--- config.mk ---
export PLATFORM = sky130hd
export DESIGN_NAME = fifo_rd_stream_adapter
export DESIGN_NICKNAME = d
export VERILOG_FILES = /design/src/rtl/fifo_rd_stream_adapter.sv
export SDC_FILE = /design/constraint.sdc
export NUM_CORES = 1
export LEC_CHECK = 0
export ABC_AREA = 1
export CORE_MARGIN = 2
export CORE_UTILIZATION = 37
export CTS_BUF_LIST = sky130_fd_sc_hd__clkbuf_8
export DETAILED_ROUTE_END_ITERATION = 7
export GPL_TIMING_DRIVEN = 0
export PLACE_DENSITY = 0.73
export SLEW_MARGIN = 20
export SYNTH_ARGS = -nofsm -noshare
export SYNTH_HDL_FRONTEND = slang
export SYNTH_SLANG_ARGS = --single-unit
--- constraint.sdc ---
create_clock -name clk -period 2.45 [get_ports clk]
set_input_delay 0.49 -clock clk [delete_from_list [all_inputs] [get_ports clk]]
set_output_delay 0.49 -clock clk [all_outputs]
set_load 0.02 [all_outputs]
--- src/rtl/fifo_rd_stream_adapter.sv ---
// FIFO read-port to valid/ready stream adapter with a 2-entry skid buffer.
// Optional FIFO_RD_STATS_EN adds rd_count and ovf_err outputs.
module fifo_rd_stream_adapter #(
  parameter int DATA_WIDTH = 8,
  parameter int DEPTH      = 8
) (
  input  logic                  clk,
  input  logic                  rst,
  input  logic                  drain_en,
  input  logic                  fifo_empty,
  output logic                  fifo_rd_en,
  input  logic [DATA_WIDTH-1:0] fifo_dout,
  output logic                  m_valid,
  output logic [DATA_WIDTH-1:0] m_data,
  input  logic                  m_ready,
  output logic                  busy
`ifdef FIFO_RD_STATS_EN
  ,
  output logic [15:0]           rd_count,
  output logic                  ovf_err
`endif
);

  typedef enum logic [1:0] {
    EMPTY = 2'd0,
    ONE   = 2'd1,
    TWO   = 2'd2
  } occ_e;

  occ_e                  occ;
  occ_e                  occ_nxt;
  logic                  inflight;
  logic [DATA_WIDTH-1:0] slot1;
  logic                  pop;
  logic [2:0]            level;
  logic                  unused_depth;

  assign unused_depth = (DEPTH > 1);

  assign pop   = m_valid && m_ready;
  assign level = {1'b0, occ} + {2'b0, inflight} - {2'b0, pop};

  // Count the same-cycle pop so a ready sink sees one word per cycle.
  assign fifo_rd_en = drain_en && !fifo_empty && !rst
                    && (level < 3'd2);

  always_comb begin
    occ_nxt = occ;
    unique case (occ)
      EMPTY: if (inflight) occ_nxt = ONE;
      ONE: begin
        if (inflight && !pop)      occ_nxt = TWO;
        else if (!inflight && pop) occ_nxt = EMPTY;
      end
      TWO: if (pop && !inflight) occ_nxt = ONE;
      default: occ_nxt = EMPTY;
    endcase
  end

  // m_data is the head slot; slot1 holds the word queued behind it.
  always_ff @(posedge clk) begin
    if (rst) begin
      occ      <= EMPTY;
      inflight <= 1'b0;
      m_data   <= '0;
      slot1    <= '0;
      m_valid  <= 1'b0;
      busy     <= 1'b0;
    end else begin
      occ      <= occ_nxt;
      inflight <= fifo_rd_en;
      m_valid  <= (occ_nxt != EMPTY);
      busy     <= fifo_rd_en || (occ_nxt != EMPTY);
      unique case (occ)
        EMPTY: begin
          if (inflight) m_data <= fifo_dout;
        end
        ONE: begin
          if (inflight && pop) m_data <= fifo_dout;
          else if (inflight)   slot1  <= fifo_dout;
        end
        TWO: begin
          if (pop) begin
            m_data <= slot1;
            if (inflight) slot1 <= fifo_dout;
          end
        end
        default: ;
      endcase
    end
  end

`ifdef FIFO_RD_STATS_EN
  always_ff @(posedge clk) begin
    if (rst) begin
      rd_count <= 16'd0;
      ovf_err  <= 1'b0;
    end else begin
      if (pop) rd_count <= rd_count + 16'd1;
      if (occ == TWO && inflight && !pop) ovf_err <= 1'b1;
    end
  end
`endif

endmodule

==> results of run 1 <==
-- tightest hold or removal path: stages, from the launching register on --
cell and delay, ps:
dfxtp_1 330, nor2_1 50, nor2_1 80
-- state kept, by name, indices dropped and copies added (netlist names) --
name      cells
inflight      1
m_valid       1
m_data        8
busy          1
slot1         8
occ           2
-- synthesized netlist by cell type (2+ instances only) --
library cell / number / share of area [%]
buf_2: 2 / 0.89
buf_6: 3 / 3.0
dfxtp_1: 21 / 37
ha_1: 4 / 4.5
inv_1: 26 / 8.7
nand2_1: 52 / 17
nand2_2: 2 / 1.1
nand3_1: 3 / 1.3
nor2_1: 36 / 12
o21ai_0: 9 / 4.0
-- how the worst min path moves through the flow --
stage                                        to  slack [ps]  cells past startpoint
after floorplan           slot1[0]$_SDFFE_PP0P_         450                      2
after global placement    slot1[7]$_SDFFE_PP0P_         470                      2
after detailed placement  slot1[6]$_SDFFE_PP0P_         470                      2
after CTS                 slot1[4]$_SDFFE_PP0P_         490                      2
after global routing      slot1[0]$_SDFFE_PP0P_         500                      2
final                     slot1[6]$_SDFFE_PP0P_         480                      2
-- cell usage in the layout, fill, tap and decap left out, types with 2 or more instances in the layout --
cell	netlist	routed
nand2_4	1	2
dfxtp_2	0	2
dfxtp_1	21	19
inv_2	1	3
clkbuf_8	0	3
clkdlybuf4s50_1	0	21
inv_1	26	25
nor2_1	36	36
o21ai_0	9	9
nand3_2	1	2
nand2_1	52	51
nand3_1	3	2
buf_4	0	6
ha_1	4	2
buf_2	2	3
nand2_2	2	2
buf_6	3	4
-- stage by stage --
stage | hold slack (ps) | utilization [%] | area [um2] | std cells | TNS (ps)
floorplan | 454 | - | 1120 | 169 | 0
global placement | 466 | 49.3 | 1390 | 223 | -1150
detailed placement | 472 | 49.3 | 1390 | 223 | -1220
CTS | 489 | 53.4 | 1510 | 234 | -50.3
global route | 505 | 53.5 | 1510 | 233 | -138
finish | 483 | 53.5 | 1510 | 233 | -72.2
-- routing by layer --
metal | vias to the layer above | GRT usage, %
li1 | 560 | -
met1 | 427 | 19.1
met2 | 17 | 22.4
met3 | 2 | 1.97
met4 | 0 | 3.90
met5 | - | 0
-- logic make-up (layout without fill, tap and decap cells) --
logic type	Yosys count	in the layout
buf+inv	33	66
xor+xnor	1	1
compound gates	10	10
fa+ha+maj	5	5
flops	21	21
simple gates	99	99
-- area by class of cell --
class / instances / area (um2) / area share, %
Sequential cell: 21 / 423 / 28.0
Timing Repair Buffer: 29 / 272 / 17.9
Clock inverter: 1 / 3.75 / 0.248
Inverter: 28 / 105 / 6.95
Buffer: 5 / 43.8 / 2.89
Tap cell: 31 / 38.8 / 2.56
Clock buffer: 3 / 41.3 / 2.73
Multi-Input combinational cell: 115 / 586 / 38.7
-- repair_timing --
item | CTS | global route
resized for setup | 15 | 3
endpoints found under the setup margin | 1 | 3
buffers inserted | 7 | 0
pin swaps | 5 | 0
cloned | 0 | 0
hold buffers | 0 | 0
-- power by group --
part	internal (uW)	switching [uW]
sequential	362	10.5
clock	111	107
combinational	84.6	88.2
total	558	206
==> flow_metrics.tcl, run 1 <==
set metrics [dict create \
    reg2reg_from "m_valid$_SDFF_PP0_" \
    setup.worst_path.start_class "flip-flop" \
    async_flop_share_pct 0 \
    port_buffers 23 \
    postRouteAntennaNets 0 \
    cp-end-kind "output port" \
    die_w_um 59.1 \
    wl_met3_um 55 \
    cap_viol_max_count 0 \
    synth_top_family_by_area "simple AND/OR/NAND/NOR gates" \
    cts_max_level 1 \
    start_util_pct 39.7 \
    yosys.area_share.simple_pct 37.6 \
    drc 0 \
    r2r_end "busy$_SDFF_PP0_" \
    period_share_pct 103 \
    rr_worst_depth 13 \
    drt_iter0_drc 23 \
    post-dp-hpwl_mm 1.55 \
    synth-edff-count 0 \
    synth_top_flop_cell "dfxtp_1" \
    totalPowerFinal_uw 764 \
    met2_length_mm 1.11 \
    path_delay_family "adder cells" \
    slowest_stage "fa_2" \
    violations "negative setup slack" \
    worstPathArrival_ps 2030 \
    fmax_mhz 396 \
    min_period_ps 2520 \
    clockBufferDepth 2 \
    syn-mean-instance-area_um2 6.64 \
    vias 1006 \
    p_leak_uw 0.000746 \
    clock-sinks 21 \
    hold_class "flip-flop to flip-flop" \
    maxSlewHeadroom_pct 79.6 \
    grt_pass1_vias 855 \
    grt_start_max_net_pins 12 \
    synth_mux_area_share_pct 0 \
    drtPass1Iterations 4 \
    finalHoldViolations 0 \
    worstSetupEndpoint "fifo_rd_en" \
    grt_pass1_wl_mm 3.71 \
    cts_buffers 3 \
    nets 221 \
    synth_cell_types 21 \
    wl_per_cell_um 9.59 \
    ir_drop_v 0.000268 \
    synth_compound_area_share_pct 4.68 \
    crit_top_cell "inv_2" \
    path_class "flip-flop to output port" \
    hp-start "slot1[6]$_SDFFE_PP0P_" \
    boundaryPins 24 \
    grt-ovfl-total 0 \
    grt_use_total_pct 13.8 \
    p_per_area_nw_per_um2 505 \
    syn_inst 169 \
    clkSlewWorstSetupHoldPaths_ps 70 \
    syn2layout_area_growth_pct 34.8 \
    worst-path-stages 9 \
    drt-total-wl_mm 2.24 \
    outcome "complete, but fails checks" \
    place_congestion 0.774 \
    nFillCells 291 \
    highest_layer "met4" \
    yosysSeqAreaShare_pct 37.5 \
    path_cells "nand2_4 > ha_4 > or2_4 > fa_2 > inv_2 > nor2_1 > nand2_1 > inv_2 > buf_6" \
    post-place-ws_ps -1070 \
    crit_buf_inv 3 \
    tritoncts "built" \
    synthAdderAreaFrac_pct 6.24 \
    antenna_cells 0 \
    ys.warnings.count 0 \
    synth_xor_area_share_pct 0.780 \
    coreArea_um2 2830 \
    finClkSkew_ps 0.680 \
    dieArea_um2 3490 \
    required_ps 1960 \
    crit_path_max_fanout 2 \
    via_per_inst 4.32 \
    rows 19 \
    clk_latency_ps 250 \
    setup_ws_ps -72.2 \
    setup_viol 1 \
    ys_ff_latch 21 \
    cp-startpoint "m_valid$_SDFF_PP0_" \
    synth_area_um2 1120 \
    die_h_um 59.1 \
    rsz0062_at_grt "yes" \
    syn_nets 187 \
    ff2ff_setup_slack_ps 80 \
    final_max_slew_viol_count 0 \
    drive_gt1_share_pct 16.3 \
    grt_antenna_before_repair 0 \
    worst_pin_slew_ps 306 \
    slowest_delay_ps 530 \
    drt-met1-wl_mm 1.06 \
    ctsRootBufferMaster "clkbuf_8" \
]
Power figures use the tool's default switching activity.
==> run 2, diff against run 1 <==
- CTS_CLUSTER_DIAMETER: default -> 60
==> results of run 2 <==
Final layout, timing and power as in run 1 (identical DEF).
==> run 3, diff against run 2 <==
- CORE_UTILIZATION: 37 -> 40
- PLACE_DENSITY: 0.73 -> 0.77
==> run 3 against run 2 <==
Net effect:
- the flow still finishes with violations (negative setup slack)
- count of clock-buffer cells in the layout stayed put
- non-clock buffer count did not move
- utilization increased by 2.3 points
- routed wire length shrank 3.6%
- critical endpoint unchanged
- global-route usage grew 0.95 points
==> flow_metrics.tcl, run 3 (synthesized netlist as in run 1, its figures left out) <==
set metrics [dict create \
    path_class "flip-flop to output port" \
    fmax_mhz 402 \
    netSwitchingFraction_pct 27.0 \
    hold_class "flip-flop to flip-flop" \
    syn2layout_area_growth_pct 34.8 \
    nets 221 \
    worst_pin_slew_ps 294 \
    p_per_area_nw_per_um2 505 \
    p_leak_uw 0.000746 \
    grt_antenna_before_repair 0 \
    drive_gt1_share_pct 16.3 \
    clockPowerShare_pct 28.7 \
    grt_use_total_pct 14.7 \
    top_regs "m_data: 8 flops, slot1: 8 flops, occ: 2 flops" \
    cap_viol_max_count 0 \
    grt_start_max_net_pins 12 \
    ir_drop_v 0.000459 \
    rsz0062_at_grt "yes" \
    via_per_inst 4.39 \
    drt_iter0_drc 18 \
    comb_power_share_pct 22.5 \
    stdcell_count 233 \
    period_share_pct 102 \
    rows 19 \
    setup_ws_ps -39.4 \
    setup.worst_path.start_class "flip-flop" \
    clock-sinks 21 \
    post-dp-hpwl_mm 1.54 \
    power.internal_uw 558 \
    drt-total-wl_mm 2.15 \
    grt_pass1_wl_mm 3.75 \
    final_cell_mix "nand2_1 (51), nor2_1 (36), inv_1 (25), clkdlybuf4s50_1 (21), dfxtp_1 (19)" \
    drtPass1Iterations 4 \
    holdWs_ps 485 \
    start_util_pct 41.4 \
    port_buffers 23 \
    final_common_cell "nand2_1" \
    grt-ovfl-total 0 \
    die_h_um 57.0 \
    post-place-ws_ps -1060 \
    maxSlewHeadroom_pct 80.4 \
    placed_cells 223 \
    setup_viol 1 \
    cts_buffers 3 \
    die_w_um 57.0 \
    wl_per_cell_um 9.24 \
    antenna_cells 0 \
    coreArea_um2 2710 \
    dieArea_um2 3250 \
    clockBufferDepth 2 \
    grt_pass1_vias 853 \
    cts_max_level 1 \
    crit_path_max_fanout 2 \
    cp-end-kind "output port" \
    finClkSkew_ps 5.12 \
    vias 1024 \
    p_sw_uw 206 \
    ctsRootBufferMaster "clkbuf_8" \
    finalHoldViolations 0 \
    postRouteAntennaNets 0 \
    required_ps 1960 \
    violations "negative setup slack" \
    outcome "complete, but fails checks" \
    clk_latency_ps 260 \
    setup_tns_ps -39.4 \
    clkSlewWorstSetupHoldPaths_ps 70 \
    sequentialPowerShare_pct 48.8 \
    place_congestion 0.751 \
    final_max_slew_viol_count 0 \
    tritoncts "built" \
    drc 0 \
    min_period_ps 2490 \
    worstPathArrival_ps 2000 \
    boundaryPins 24 \
]
[run 3: cell counts in the layout (fill, tap and decap cells not counted)]
No cell type changed its count.
[run 3: cell type report]
| type | instances | area (um2) |
|---|---|---|
| fillers | 264 | 1200 |
| plain buffers | 5 | 43.8 |
| clock buffers | 3 | 41.3 |
| multi-input cells | 115 | 586 |
| flip-flops and latches | 21 | 423 |
| inverters | 28 | 105 |
| repair buffers | 29 | 272 |
| well taps | 31 | 38.8 |
| clock inverters | 1 | 3.75 |
[run 3: through the flow]
stage                     power [uW]  cell area [um2]  util, %
after floorplan                  475             1120        -
after global placement           540             1390     51.4
after detailed placement         543             1390     51.4
after CTS                        771             1510     55.7
after global routing             805             1510     55.8
final                            764             1510     55.8
[run 3: repair_timing]
| item | in CTS | in global routing |
|---|---|---|
| gates resized for setup | 16 | 3 |
| pin swaps | 5 | 0 |
| endpoints found under the setup margin | 1 | 3 |
| hold buffers | 0 | 0 |
| hold endpoints to repair | 0 | 0 |
| setup buffers | 7 | 0 |
[run 3: critical path: stages (launching register included)]
cell	delay (ps)
dfxtp_2	360
nand2_4	60
ha_4	220
or2_4	220
fa_2	530
inv_2	30
nor2_1	70
nand2_1	90
inv_2	60
buf_6	100
[run 3: per-layer routing]
layer	track usage, %	routed length [um]	vias to the layer above
met5	0	0	-
met4	4.98	40	0
met3	3.40	81	5
met2	23.2	1010	18
met1	20.0	1020	440
li1	-	-	561
[run 3: final timing paths]
kind                         start                    end  slack [ps]  cells after the start
max             m_valid$_SDFF_PP0_             fifo_rd_en         -40                      9
min          slot1[0]$_SDFFE_PP0P_  slot1[0]$_SDFFE_PP0P_         490                      2
max reg2reg     m_valid$_SDFF_PP0_        busy$_SDFF_PP0_         140                     13
min reg2reg  slot1[0]$_SDFFE_PP0P_  slot1[0]$_SDFFE_PP0P_         490                      2
[run 3: power by group through the flow]
| stage | Clock, uW | Combinational [uW] | Sequential, uW |
|---|---|---|---|
| 4_1_cts | 225 | 173 | 373 |
| 3_3_place_gp | 0 | 161 | 379 |
| 6_report | 219 | 172 | 373 |
| 5_1_grt | 239 | 191 | 375 |
| 3_5_place_dp | 0 | 163 | 380 |
| 2_1_floorplan | 0 | 75.6 | 400 |
